`src/rtl/pcsrc_ctrl.sv`:
```
// pcsrc_ctrl: next-PC select and hazard control for branch, jal and two-cycle jalr redirects; PCSRC_PERF_EN adds redirect/stall counters
module pcsrc_ctrl (
  input  logic       clk,
  input  logic       rst,
  input  logic       validE,
  input  logic       branchE,
  input  logic       jumpE,
  input  logic       jalrE,
  input  logic [2:0] funct3E,
  input  logic       zeroE,
  input  logic       ltE,
  input  logic       ltuE,
  output logic [1:0] pcsrcE,
  output logic       stallF,
  output logic       flushD,
  output logic       flushE,
  output logic       busy
`ifdef PCSRC_PERF_EN
  ,
  output logic [15:0] redirect_cnt,
  output logic [15:0] stall_cnt
`endif
);
  typedef enum logic [1:0] {IDLE, WAIT_M, WAIT_W} state_t;
  state_t r_state, w_st, w_next;
  logic   w_cond, w_taken, w_redir;
  // Branch condition: bit 0 inverts the base compare, 010/011 never taken
  always_comb begin
    w_cond  = funct3E[2] ? ((funct3E[1] ? ltuE : ltE) ^ funct3E[0]) : (~funct3E[1] & (zeroE ^ funct3E[0]));
    w_taken = validE & branchE & w_cond;
    w_st    = rst ? IDLE : r_state;
  end
  // Output and next-state decode; reset forces the IDLE view of the inputs
  always_comb begin
    pcsrcE  = 2'b00;
    stallF  = 1'b0;
    flushD  = 1'b0;
    flushE  = 1'b0;
    busy    = 1'b0;
    w_redir = 1'b0;
    w_next  = IDLE;
    if (w_st == WAIT_M) begin
      stallF = 1'b1;
      flushD = 1'b1;
      flushE = 1'b1;
      busy   = 1'b1;
      w_next = WAIT_W;
    end else if (w_st == WAIT_W) begin
      pcsrcE  = 2'b10;
      flushD  = 1'b1;
      flushE  = 1'b1;
      busy    = 1'b1;
      w_redir = 1'b1;
    end else if (validE & jalrE) begin
      stallF = 1'b1;
      flushD = 1'b1;
      flushE = 1'b1;
      busy   = 1'b1;
      w_next = WAIT_M;
    end else if (validE & jumpE) begin
      pcsrcE  = 2'b01;
      flushD  = 1'b1;
      flushE  = 1'b1;
      w_redir = 1'b1;
    end else if (w_taken) begin
      pcsrcE  = 2'b11;
      flushD  = 1'b1;
      flushE  = 1'b1;
      w_redir = 1'b1;
    end
  end
  // State register
  always_ff @(posedge clk) r_state <= rst ? IDLE : w_next;
`ifdef PCSRC_PERF_EN
  // Saturating redirect and stall counters
  always_ff @(posedge clk) begin
    if (rst) begin
      redirect_cnt <= '0;
      stall_cnt    <= '0;
    end else begin
      if (w_redir && redirect_cnt != 16'hFFFF) redirect_cnt <= redirect_cnt + 16'd1;
      if (stallF && stall_cnt != 16'hFFFF) stall_cnt <= stall_cnt + 16'd1;
    end
  end
`endif
endmodule

```
`config.mk`:
```
export PLATFORM = sky130hd
export DESIGN_NAME = pcsrc_ctrl
export DESIGN_NICKNAME = d
export VERILOG_FILES = /design/src/rtl/pcsrc_ctrl.sv
export SDC_FILE = /design/constraint.sdc
export NUM_CORES = 1
export LEC_CHECK = 0
export BUFFER_PORTS_ARGS = -buffer_cell sky130_fd_sc_hd__buf_2
export CORE_AREA = 3 3 40 42
export CTS_CLUSTER_SIZE = 12
export DETAILED_ROUTE_END_ITERATION = 8
export DIE_AREA = 0 0 43 45
export SKIP_CTS_REPAIR_TIMING = 1
export SLEW_MARGIN = 20
export SYNTH_ARGS = -nofsm -noshare
export SYNTH_HDL_FRONTEND = slang
export SYNTH_SLANG_ARGS = --single-unit
```
`constraint.sdc`:
```
create_clock -name clk -period 1.39 [get_ports clk]
set_input_delay 0.139 -clock clk [delete_from_list [all_inputs] [get_ports clk]]
set_output_delay 0.139 -clock clk [all_outputs]
set_load 0.005 [all_outputs]
```
==> metrics <==
TritonCTS clock tree yes; startpoint types flip-flop; period utilization 102%; Synth top area share 17.6%; routed wire length per instance 9.62 um; top cells by count, synth a21oi_1, nand2_1; DR vias/cell 4.25; drt pass-1 iters 4; smallest setup slack after layout -21.7 ps; initial core utilization 17.7%; Final Hold Fails 0; Seq/Total Area, Yosys 17.6%; power density cells 725 nW/um^2; first-pass GRT wire length 821 um; top cells by area, synth dfxtp_1, mux2i_1, nand2_8; Cells after Synth 30; Max Cap Viol 0; status finished with violations; ys async rst share 0%; core area 1280 um^2; initial antenna violation count 0; DRC viols 0; CTS buffer count 3; met3 routed WL 43 um; WP data required 1250 ps; highest routed metal layer met3; post-synthesis register bit count 2; EDFF count, synth 0; failing checks setup timing; Avg Cell Area, Syn 7.59 um^2; DIE WIDTH 43 um; RSZ-0062 raised after global routing yes; main flop type after synthesis dfxtp_1; GPL Wtd Cong 0.643; io pins 18; YS warnings 0; Clock Skew 0.770 ps; multi-input logic area 183 um^2; relative slew slack 89.2%; initial drt markers 3; clock-pin slew on the worst setup and hold paths 30 ps; Most flops, register r_state; Post-Route M1 WL 207 um; Placement Rows 13; leak pwr 0.175 nW; biggest regs r_state: 2 flops; max-slew violations 0; Max VDD drop 0.219 mV; CP Capture Type output pin; f_max 708 MHz; All-Layer GR Usage 5.74%; met2 WL post-DR 375 um; Die ar. 1940 um^2; syn nets 42; Setup CP Type reg2out; fin nets 64; tightest hold margin 145 ps; Vias 276; Post-DRT Antenna Nets 0; Clock Latency Late Sink 220 ps; worst-margin pin slew 158 ps; Worst Path Arrival 1270 ps; Fill cells 138; share of cells above drive strength 1 50.0%; Sink Count 2; largest fanout on the critical path 5; CTS root buf clkbuf_4; setup violators final 1; largest net degree at the start of global routing 7; register area 45.0 um^2; HPWL after detailed placement 448 um; Yosys cell types 20; Mapped Area 228 um^2; Max Root-Sink Buffers 2; Synth area leader dfxtp_1; Port Buf Inserts 17; max reg flops 2; H-tree levels 1; power consumption 0.269 mW; hold crit path type in2reg; antenna cell count 0; Tmin final 1410 ps; GRT Residual Overflow 0; Die Y-Extent 45 um; number of global-route vias before repair 231; Area Overhead vs Synth 63.2%; WL final 625 um
-- layout by cell type (no fill, tap or decap) --
cell / count
o221ai_2: 1
dfxtp_2: 1
clkbuf_4: 3
dfxtp_4: 1
xnor2_1: 1
o22ai_1: 1
mux2i_1: 2
buf_2: 16
nand2b_1: 2
a21oi_1: 3
nand2_1: 3
xor2_1: 1
nor3b_1: 1
inv_1: 1
nand3b_1: 1
or4_1: 1
buf_6: 1
nor2_1: 2
o21ai_1: 2
or3_1: 2
buf_4: 1
nand2_8: 1
nor2b_1: 2
-- stage by stage --
step / util (%) / cells / TNS [ps] / cell area [um^2] / setup slack, ps
global placement: 25.8 / 62 / -12.9 / 332 / -12.9
detailed placement: 25.8 / 62 / -35.2 / 332 / -35.2
CTS: 27.6 / 65 / -87.8 / 354 / -87.8
finish: 28.9 / 65 / -21.7 / 372 / -21.7
floorplan: - / 30 / 0 / 228 / 192
global route: 28.9 / 65 / -177 / 372 / -76.5
-- cell families (layout without fill, tap and decap cells) --
family	count (synthesis)	in the layout	share of synthesized area, %
flip-flops	2	2	17.6
XOR/XNOR	2	2	7.69
buffers and inverters	2	22	4.94
multiplexers	2	2	8.79
AO/OA/AOI/OAI	7	7	17.6
AND/OR/NAND/NOR	15	15	43.4
-- report_power, final --
group	leakage (nW)	internal (mW)	switching, mW
Sequential	0.0175	0.0589	0.00316
Combinational	0.144	0.0447	0.0379
Clock	0.0138	0.0950	0.0297
-- final cells by class --
class | count | share of cell area (%)
multi-input cells | 26 | 49.2
repair buffers | 18 | 26.6
flip-flops and latches | 2 | 12.1
clock buffers | 3 | 6.06
well taps | 15 | 5.05
inverters | 1 | 1.01
-- critical path, stage by stage, from the launching register on --
cell	delay, ps
dfxtp_4	350
o21ai_1	50
or4_1	420
o221ai_2	80
buf_2	140
-- final timing paths --
check / from / end / slack [ps] / cells after the start
max: r_state[1] / pcsrcE[1] / -20 / 4
min: rst / r_state[0] / 140 / 2
max reg2reg: r_state[0] / r_state[0] / 580 / 2
min reg2reg: r_state[1] / r_state[1] / 440 / 1
-- layer usage --
metal / vias up / GRT usage [%]
met5: - / 0
met4: 0 / 5.42
met3: 0 / 1.20
met2: 6 / 8.38
met1: 120 / 6.95
li1: 150 / -
(Power assumes the default switching activity.)
